==> src/rtl/axi_exit_ctrl.sv <==
// rtl/axi_exit_ctrl.sv - AXI4-Lite slave that latches a test-run exit code, plus status and scratch registers
module axi_exit_ctrl #(
    parameter int ADDR_WIDTH  = 20,
    parameter int NUM_SCRATCH = 4,
    parameter int STICKY_EXIT = 1
) (
    input  logic        s_axi_aclk,
    input  logic        s_axi_aresetn,
    input  logic [31:0] s_axi_awaddr,
    input  logic [2:0]  s_axi_awprot,
    input  logic        s_axi_awvalid,
    output logic        s_axi_awready,
    input  logic [31:0] s_axi_wdata,
    input  logic [3:0]  s_axi_wstrb,
    input  logic        s_axi_wvalid,
    output logic        s_axi_wready,
    output logic [1:0]  s_axi_bresp,
    output logic        s_axi_bvalid,
    input  logic        s_axi_bready,
    input  logic [31:0] s_axi_araddr,
    input  logic [2:0]  s_axi_arprot,
    input  logic        s_axi_arvalid,
    output logic        s_axi_arready,
    output logic [31:0] s_axi_rdata,
    output logic [1:0]  s_axi_rresp,
    output logic        s_axi_rvalid,
    input  logic        s_axi_rready,
    output logic        exit_valid_o,
    output logic        exit_zero_o,
    output logic [31:0] exit_value_o
);
    localparam int WW = ADDR_WIDTH - 2;
    localparam logic [WW-1:0] W_STATUS = WW'(0);
    localparam logic [WW-1:0] W_CODE   = WW'(1);
    localparam logic [WW-1:0] W_PASS   = WW'(4);
    localparam logic [WW-1:0] W_SCR    = WW'(8);
    localparam logic [1:0]    RESP_OKAY   = 2'b00;
    localparam logic [1:0]    RESP_SLVERR = 2'b10;

    logic        ready_en;
    logic        aw_held, w_held;
    logic [31:0] aw_addr_q, w_data_q;
    logic [3:0]  w_strb_q;
    logic [7:0]  exit_cnt;
    logic [31:0] scratch [NUM_SCRATCH];

    logic        aw_hs, w_hs, ar_hs, commit;
    logic [31:0] cm_addr, cm_data, cm_mask, exit_val;
    logic [3:0]  cm_strb;
    logic [WW-1:0] wr_word, rd_word;
    logic        wr_code, wr_pass, wr_ok, is_exit;
    logic [NUM_SCRATCH-1:0] wr_scr;
    logic [31:0] rd_data, status;
    logic        rd_ok;
    logic        unused_bits;

    assign unused_bits = ^{s_axi_awprot, s_axi_arprot, s_axi_awaddr, s_axi_araddr};

    // Ready is held low through reset and for the release edge itself.
    assign s_axi_awready = ready_en && !aw_held && !s_axi_bvalid;
    assign s_axi_wready  = ready_en && !w_held && !s_axi_bvalid;
    assign s_axi_arready = ready_en && !s_axi_rvalid;

    assign aw_hs   = s_axi_awvalid && s_axi_awready;
    assign w_hs    = s_axi_wvalid && s_axi_wready;
    assign ar_hs   = s_axi_arvalid && s_axi_arready;
    assign commit  = (aw_held || aw_hs) && (w_held || w_hs) && !s_axi_bvalid;
    assign cm_addr = aw_held ? aw_addr_q : s_axi_awaddr;
    assign cm_data = w_held ? w_data_q : s_axi_wdata;
    assign cm_strb = w_held ? w_strb_q : s_axi_wstrb;
    assign cm_mask = {{8{cm_strb[3]}}, {8{cm_strb[2]}}, {8{cm_strb[1]}}, {8{cm_strb[0]}}};
    assign wr_word = cm_addr[ADDR_WIDTH-1:2];
    assign rd_word = s_axi_araddr[ADDR_WIDTH-1:2];
    assign wr_code = (wr_word == W_CODE);
    assign wr_pass = (wr_word == W_PASS);
    assign is_exit = (wr_code || wr_pass) && (cm_strb != 4'h0);
    assign exit_val = wr_pass ? 32'h0 : (cm_data & cm_mask);
    assign status  = {16'h0, exit_cnt, 6'h0, exit_zero_o, exit_valid_o};

    always_comb begin
        wr_scr = '0;
        for (int i = 0; i < NUM_SCRATCH; i++) begin
            wr_scr[i] = (wr_word == W_SCR + WW'(i));
        end
        wr_ok = (wr_word == W_STATUS) || wr_code || wr_pass || (wr_scr != '0);
    end

    always_comb begin
        rd_data = '0;
        rd_ok   = 1'b1;
        if (rd_word == W_STATUS) begin
            rd_data = status;
        end else if (rd_word == W_CODE) begin
            rd_data = exit_value_o;
        end else if (rd_word != W_PASS) begin
            rd_ok = 1'b0;
            for (int i = 0; i < NUM_SCRATCH; i++) begin
                if (rd_word == W_SCR + WW'(i)) begin
                    rd_data = scratch[i];
                    rd_ok   = 1'b1;
                end
            end
        end
    end

    always_ff @(posedge s_axi_aclk) begin
        if (!s_axi_aresetn) begin
            ready_en     <= 1'b0;
            aw_held      <= 1'b0;
            w_held       <= 1'b0;
            aw_addr_q    <= '0;
            w_data_q     <= '0;
            w_strb_q     <= '0;
            s_axi_bvalid <= 1'b0;
            s_axi_bresp  <= RESP_OKAY;
            s_axi_rvalid <= 1'b0;
            s_axi_rresp  <= RESP_OKAY;
            s_axi_rdata  <= '0;
            exit_valid_o <= 1'b0;
            exit_zero_o  <= 1'b0;
            exit_value_o <= '0;
            exit_cnt     <= '0;
            for (int i = 0; i < NUM_SCRATCH; i++) begin
                scratch[i] <= '0;
            end
        end else begin
            ready_en <= 1'b1;
            if (commit) begin
                aw_held <= 1'b0;
                w_held  <= 1'b0;
            end else begin
                if (aw_hs) begin
                    aw_held   <= 1'b1;
                    aw_addr_q <= s_axi_awaddr;
                end
                if (w_hs) begin
                    w_held   <= 1'b1;
                    w_data_q <= s_axi_wdata;
                    w_strb_q <= s_axi_wstrb;
                end
            end

            if (commit) begin
                s_axi_bvalid <= 1'b1;
                s_axi_bresp  <= wr_ok ? RESP_OKAY : RESP_SLVERR;
            end else if (s_axi_bvalid && s_axi_bready) begin
                s_axi_bvalid <= 1'b0;
            end

            if (commit && is_exit) begin
                if (exit_cnt != 8'hFF) begin
                    exit_cnt <= exit_cnt + 8'd1;
                end
                if (!((STICKY_EXIT != 0) && exit_valid_o)) begin
                    exit_valid_o <= 1'b1;
                    exit_value_o <= exit_val;
                    exit_zero_o  <= (exit_val == 32'h0);
                end
            end

            for (int i = 0; i < NUM_SCRATCH; i++) begin
                for (int b = 0; b < 4; b++) begin
                    if (commit && wr_scr[i] && cm_strb[b]) begin
                        scratch[i][8*b +: 8] <= cm_data[8*b +: 8];
                    end
                end
            end

            // Read data is captured from pre-commit state, so a same-cycle write is not visible.
            if (ar_hs) begin
                s_axi_rvalid <= 1'b1;
                s_axi_rdata  <= rd_data;
                s_axi_rresp  <= rd_ok ? RESP_OKAY : RESP_SLVERR;
            end else if (s_axi_rvalid && s_axi_rready) begin
                s_axi_rvalid <= 1'b0;
            end
        end
    end
endmodule

==> config.mk <==
export PLATFORM = sky130hd
export DESIGN_NAME = axi_exit_ctrl
export DESIGN_NICKNAME = d
export VERILOG_FILES = /design/src/rtl/axi_exit_ctrl.sv
export SDC_FILE = /design/constraint.sdc
export NUM_CORES = 1
export LEC_CHECK = 0
export CAP_MARGIN = 20
export CORE_MARGIN = 5
export CORE_UTILIZATION = 58
export CTS_CLUSTER_SIZE = 8
export DETAILED_ROUTE_END_ITERATION = 12
export GPL_ROUTABILITY_DRIVEN = 0
export MAX_ROUTING_LAYER = met4
export PLACE_DENSITY = 0.82
export SLEW_MARGIN = 20
export SYNTH_ARGS = -nofsm -noshare
export SYNTH_HDL_FRONTEND = slang
export SYNTH_SLANG_ARGS = --single-unit
==> constraint.sdc <==
create_clock -name s_axi_aclk -period 4.5 [get_ports s_axi_aclk]
set_input_delay 0.9 -clock s_axi_aclk [delete_from_list [all_inputs] [get_ports s_axi_aclk]]
set_output_delay 0.9 -clock s_axi_aclk [all_outputs]
set_load 0.01 [all_outputs]
==> impl_metrics.tcl, run 1 <==
set metrics [dict create \
    synth.avg_cell_area_um2 10.42 \
    ys_ff_latch 263 \
    crit_path_start_kind "primary input" \
    vias_per_cell 5.995 \
    tns_ps 0 \
    synth-edff-count 128 \
    io_buffers 151 \
    synth_common_cells "181 x nand2_1, 151 x nor2_1, 135 x dfxtp_1, 128 x edfxtp_1, 101 x a21oi_1" \
    synth.most_common_cell "nand2_1" \
    cts_tree "yes" \
    insertion_delay_ps 510 \
    drc 0 \
    grt_pass1_wl_mm 47.93 \
    synth_async_sr_flop_share 0 \
    grt_antenna_before_repair 1 \
    cts.sinks 263 \
    drv_cap 0 \
    syn2layout_area_growth_pct 25.77 \
    fmax_mhz 297.4 \
    min_path_type "flip-flop to flip-flop" \
    rows 51 \
    netlist_top_cells_area "edfxtp_1 34%, dfxtp_1 24%, mux4_2 6.3%, nand2_1 6.0%, nor2_1 5.0%" \
    dieWidth_um 150.3 \
    synth_top_area_share 0.3369 \
    cts_made_buffers 38 \
    nNetsFinal 1367 \
    dieHeight_um 150.3 \
    post_cts_buffers 0 \
    yosysTopAreaCell "edfxtp_1" \
    grt.total_usage 0.2800 \
    power_density_mw_per_mm2 400.4 \
    min_period_ps 3362 \
    tightest_slew_ps 1039 \
    drt_wl_total_mm 30.58 \
    crit_type "primary input to flip-flop" \
    ys_types 54 \
    cp_max_fo 49 \
    maxSlewHeadroom 0.2873 \
    drive_above_1_share 0.09836 \
    synth.cell_area_mm2 0.01141 \
    holdBufCountCts 0 \
    rsz0062_at_grt "false" \
    hold_viol 0 \
    skew_ps 16.12 \
    vias 9280 \
    dieArea_mm2 0.02258 \
    finalCoreUtilization 0.7397 \
    syn_inst 1095 \
    slew_viol_final 0 \
    yosysSeqAreaShare 0.5737 \
    grt_max_degree 50 \
    overflow 0 \
    coreArea_mm2 0.01940 \
    hpwlAfterDp_mm 20.59 \
    cp-end-kind "flip-flop" \
    clk_path_buf_depth 3 \
    wire_per_inst_um 19.75 \
    cts_root_buf "clkbuf_16" \
    h-tree-depth 2 \
    synth_flop_cell "dfxtp_1" \
    ys_warn_count 0 \
    ant_nets 0 \
    initial_core_util 0.5882 \
    post-route-period-util 0.7471 \
    dr.first_iter.drc_count 869 \
    ios 188 \
    arrival_ps 3790 \
    clk_pin_slew_ps 50 \
    status "finished clean" \
    ctsResizeCount 0 \
    cp_data_required_time_ps 4930 \
    leakage_nw 4.882 \
    final-setup-viol-count 0 \
    irDropWorstVdd_mv 0.2529 \
    grt_pass1_vias 9161 \
    dr.pass1.iters 6 \
]
## kinds of logic after synthesis
group,Yosys count,synth area share
adder cells (fa/ha/maj),1,0.001096
multiplexers,73,0.09935
AO/OA/AOI/OAI,217,0.1125
buffers and inverters,76,0.02950
flip-flops,263,0.5737
other,1,0.0003287
XOR/XNOR,1,0.0007678
AND/OR/NAND/NOR,463,0.1827
## sequential cells by signal, indices dropped and copies added, names as in the netlist
register,flops
exit_valid_o,1
s_axi_bresp,1
exit_cnt,8
s_axi_rvalid,1
s_axi_rresp,1
aw_held,1
w_strb_q,4
s_axi_bvalid,1
w_data_q,32
scratch,128
w_held,1
exit_value_o,32
ready_en,1
aw_addr_q,18
exit_zero_o,1
s_axi_rdata,32
## critical path, stage by stage
cell             delay (ps)
clkdlybuf4s50_1         420
nor4_1                  320
nand3b_1                240
a22oi_2                 420
nand4_2                 420
buf_12                  330
or4_1                   530
a21oi_1                 170
## area by class of cell
cell class,instances,area [µm²]
clock buffer,68,1127
multi-input combinational,757,4531
tap,265,331.6
inverter,7,26.28
sequential,263,6548
antenna,2,5.005
timing repair buffer,186,1782
fill,1328,5049
## path summary, 6_finish.rpt
check / slack [ps] / start / endpoint / depth (start not counted)
hold reg to reg: 450 / s_axi_rdata[22] / s_axi_rdata[22] / 2
setup / recovery: 1140 / s_axi_awaddr[10] / exit_value_o[7] / 8
setup reg to reg: 1270 / aw_held / exit_value_o[7] / 7
hold / removal: 450 / s_axi_rdata[22] / s_axi_rdata[22] / 2
## power by group
group	internal [W]	switching, W
registers	0.00258	0.0000437
clock network	0.00167	0.000985
logic	0.000201	0.000264
## layout by cell type, fill, tap and decap left out, types with 3 or more instances in the layout
| master | n |
|---|---|
| nand2_1 | 181 |
| nor2_1 | 151 |
| clkdlybuf4s50_1 | 150 |
| dfxtp_1 | 134 |
| edfxtp_1 | 128 |
| a21oi_1 | 101 |
| o21ai_0 | 52 |
| clkbuf_16 | 41 |
| mux2i_1 | 39 |
| buf_4 | 34 |
| mux4_2 | 32 |
| clkbuf_1 | 27 |
| a22oi_1 | 22 |
| nand3_1 | 21 |
| or3_1 | 21 |
| or4_1 | 20 |
| nor4_1 | 20 |
| nor3_1 | 11 |
| a221oi_1 | 11 |
| o22ai_1 | 10 |
| and3_1 | 8 |
| nand2b_1 | 6 |
| inv_1 | 6 |
| nor3b_1 | 6 |
| or2_2 | 5 |
| o221ai_1 | 5 |
| o21a_1 | 3 |
## per-stage QoR
| step | worst slack, ps | instances | power, W | hold slack [ps] | cell area (µm²) |
|---|---|---|---|---|---|
| floorplan | 1506 | 1096 | 0.002913 | 436.0 | 11410 |
| global placement | 753.5 | 1478 | 0.003106 | 434.5 | 13220 |
| detailed placement | 705.9 | 1478 | 0.003119 | 441.3 | 13220 |
| CTS | 1191 | 1546 | 0.005750 | 452.4 | 14350 |
| global route | 920.1 | 1547 | 0.005920 | 467.7 | 14350 |
| finish | 1138 | 1548 | 0.005746 | 446.0 | 14350 |
## routing by layer
metal	wire length, µm	track usage
met1	11780	0.3440
met2	14980	0.4508
met3	2819	0.06803
met4	1002	0.1102
met5	0	-
(Power assumes the default switching activity.)
==> run 2, diff against run 1 <==
--- a/config.mk
+++ b/config.mk
@@ -7,12 +7,12 @@
 export LEC_CHECK = 0
 export CAP_MARGIN = 20
 export CORE_MARGIN = 5
-export CORE_UTILIZATION = 58
+export CORE_UTILIZATION = 48
 export CTS_CLUSTER_SIZE = 8
 export DETAILED_ROUTE_END_ITERATION = 12
 export GPL_ROUTABILITY_DRIVEN = 0
 export MAX_ROUTING_LAYER = met4
-export PLACE_DENSITY = 0.82
+export PLACE_DENSITY = 0.72
 export SLEW_MARGIN = 20
 export SYNTH_ARGS = -nofsm -noshare
 export SYNTH_HDL_FRONTEND = slang
==> constraint.sdc (replaced) <==
create_clock -name s_axi_aclk -period 3 [get_ports s_axi_aclk]
set_input_delay 0.6 -clock s_axi_aclk [delete_from_list [all_inputs] [get_ports s_axi_aclk]]
set_output_delay 0.6 -clock s_axi_aclk [all_outputs]
set_load 0.01 [all_outputs]
==> run 2 against run 1 <==
Net effect: worst setup slack got worse by 820 ps; wire length increased by 1.5%; non-clock buffer count increased by 39; sequential share of layout area decreased by 1.2 points; core utilization decreased by 11 points; critical path type is now flip-flop to output port; design area increased by 2.6%; largest power group unchanged; die area increased by 19%; flip-flop and latch count unchanged; via count decreased by 0.52%; clock-buffer cell count decreased by 2; critical path depth decreased by 5.
==> impl_metrics.tcl, run 2 (same netlist as run 1, synthesis figures left out) <==
set metrics [dict create \
    cp_data_required_time_ps 2400 \
    antennaDiodeCount 0 \
    initial_core_util 0.4861 \
    min_period_ps 2677 \
    cts_tree "yes" \
    drt_wl_total_mm 31.04 \
    status "finished clean" \
    cp_max_fo 6 \
    grt_pass1_wl_mm 49.07 \
    cp-end-kind "output port" \
    largest_register_ffs 128 \
    syn2layout_area_growth_pct 29.04 \
    min_from "s_axi_rdata[7]" \
    vias_per_cell 5.640 \
    ctsResizeCount 0 \
    fin_area_mm2 0.01472 \
    min_path_type "flip-flop to flip-flop" \
    post_dp_cell_area_mm2 0.01360 \
    grt.total_usage 0.2393 \
    largest-register "scratch" \
    post-route-period-util 0.8925 \
    dieArea_mm2 0.02695 \
    final-setup-viol-count 0 \
    dieHeight_um 164.2 \
    insertion_delay_ps 510 \
    drive_above_1_share 0.1252 \
    hold_viol 0 \
    dr.first_iter.drc_count 738 \
    dieWidth_um 164.2 \
    leakage_nw 5.068 \
    grt_max_degree 81 \
    drc 0 \
    io_buffers 151 \
    skew_ps 9.964 \
    power_density_mw_per_mm2 586.3 \
    cts_made_buffers 38 \
    hold_slack_ps 448.3 \
    wire_per_inst_um 18.96 \
    cts.sinks 263 \
    holdPathStages 2 \
    fill_cells 1913 \
    final_cell_mix "181 x nand2_1, 151 x nor2_1, 150 x clkdlybuf4s50_1" \
    overflow 0 \
    coreArea_mm2 0.02347 \
    drv_cap 0 \
    arrival_ps 2080 \
    clk_pin_slew_ps 50 \
    dr.pass1.iters 5 \
    h-tree-depth 2 \
    placed_cells 1571 \
    r2r_cells 8 \
    timing.rr.start "aw_held" \
    cts_root_buf "clkbuf_16" \
    rsz0062_at_grt "false" \
    finalCoreUtilization 0.6272 \
    holdBufCountCts 0 \
    irDropWorstVdd_mv 0.3320 \
    vias 9232 \
    ant_nets 0 \
    nNetsFinal 1406 \
    final_common_cell "nand2_1" \
    ios 188 \
    grt_antenna_before_repair 0 \
    crit_path_start_kind "flip-flop" \
    power_w 0.008631 \
    hpwlAfterDp_mm 21.54 \
    grt_pass1_vias 8932 \
    rows 56 \
    crit_start "ready_en" \
    instances_no_fill 1637 \
    post_cts_buffers 0 \
    r2r-end "scratch[1][26]" \
    min_to "s_axi_rdata[7]" \
    crit_type "flip-flop to output port" \
    fmax_mhz 373.5 \
    slew_viol_final 0 \
    tightest_slew_ps 910.5 \
    maxSlewHeadroom 0.3907 \
    clk_path_buf_depth 3 \
    ff2ff_setup_slack_ps 390 \
]
[run 2: cell count changes in the layout (fill, tap and decap cells not counted)]
cell,delta
diode_2,-2
buf_4,+37
clkbuf_1,-2
buf_12,+2
[run 2: metal layers]
| layer | global-route usage | vias to the layer above | part of all wire |
|---|---|---|---|
| met2 | 0.3819 | 369 | 0.49 |
| met4 | 0.07930 | 0 | 0.025 |
| met1 | 0.3132 | 4415 | 0.40 |
| met3 | 0.04065 | 59 | 0.083 |
| li1 | - | 4389 | - |
| met5 | - | - | 0 |
[run 2: area by class of cell]
cell class,count,area [µm²],area share
multi-input combinational,757,4531,0.3077
timing repair buffer,225,2100,0.1426
tap,319,399.1,0.02711
clock buffer,66,1120,0.07606
sequential,263,6548,0.4447
inverter,7,26.28,0.001785
[run 2: metrics by stage]
step,setup WS [ps],setup TNS (ps)
after floorplan,305.7,0
after global placement,-48.06,-2735
after detailed placement,-103.2,-9240
after CTS,333.6,0
after global routing,179.5,0
final,322.5,0
[run 2: worst max-delay path: stages (launching register included)]
cell and delay (ps):
dfxtp_1 540, nand2_1 120, nor2_1 300, clkdlybuf4s50_1 610
[run 2: power by group]
part | leakage (nW) | internal, W | switching, W
registers | 2.42 | 0.00387 | 0.0000589
clock network | 0.535 | 0.00250 | 0.00147
logic | 2.12 | 0.000325 | 0.000409
total | 5.07 | 0.00669 | 0.00194
[run 2: how the worst max path moves through the flow]
stage | to | slack, ps | cells after the start
CTS | s_axi_awready | 330 | 3
finish | s_axi_awready | 320 | 3
detailed placement | scratch[2][30] | -100 | 9
global placement | scratch[2][18] | -50 | 8
global route | scratch[0][28] | 180 | 9
floorplan | scratch[0][10] | 310 | 5
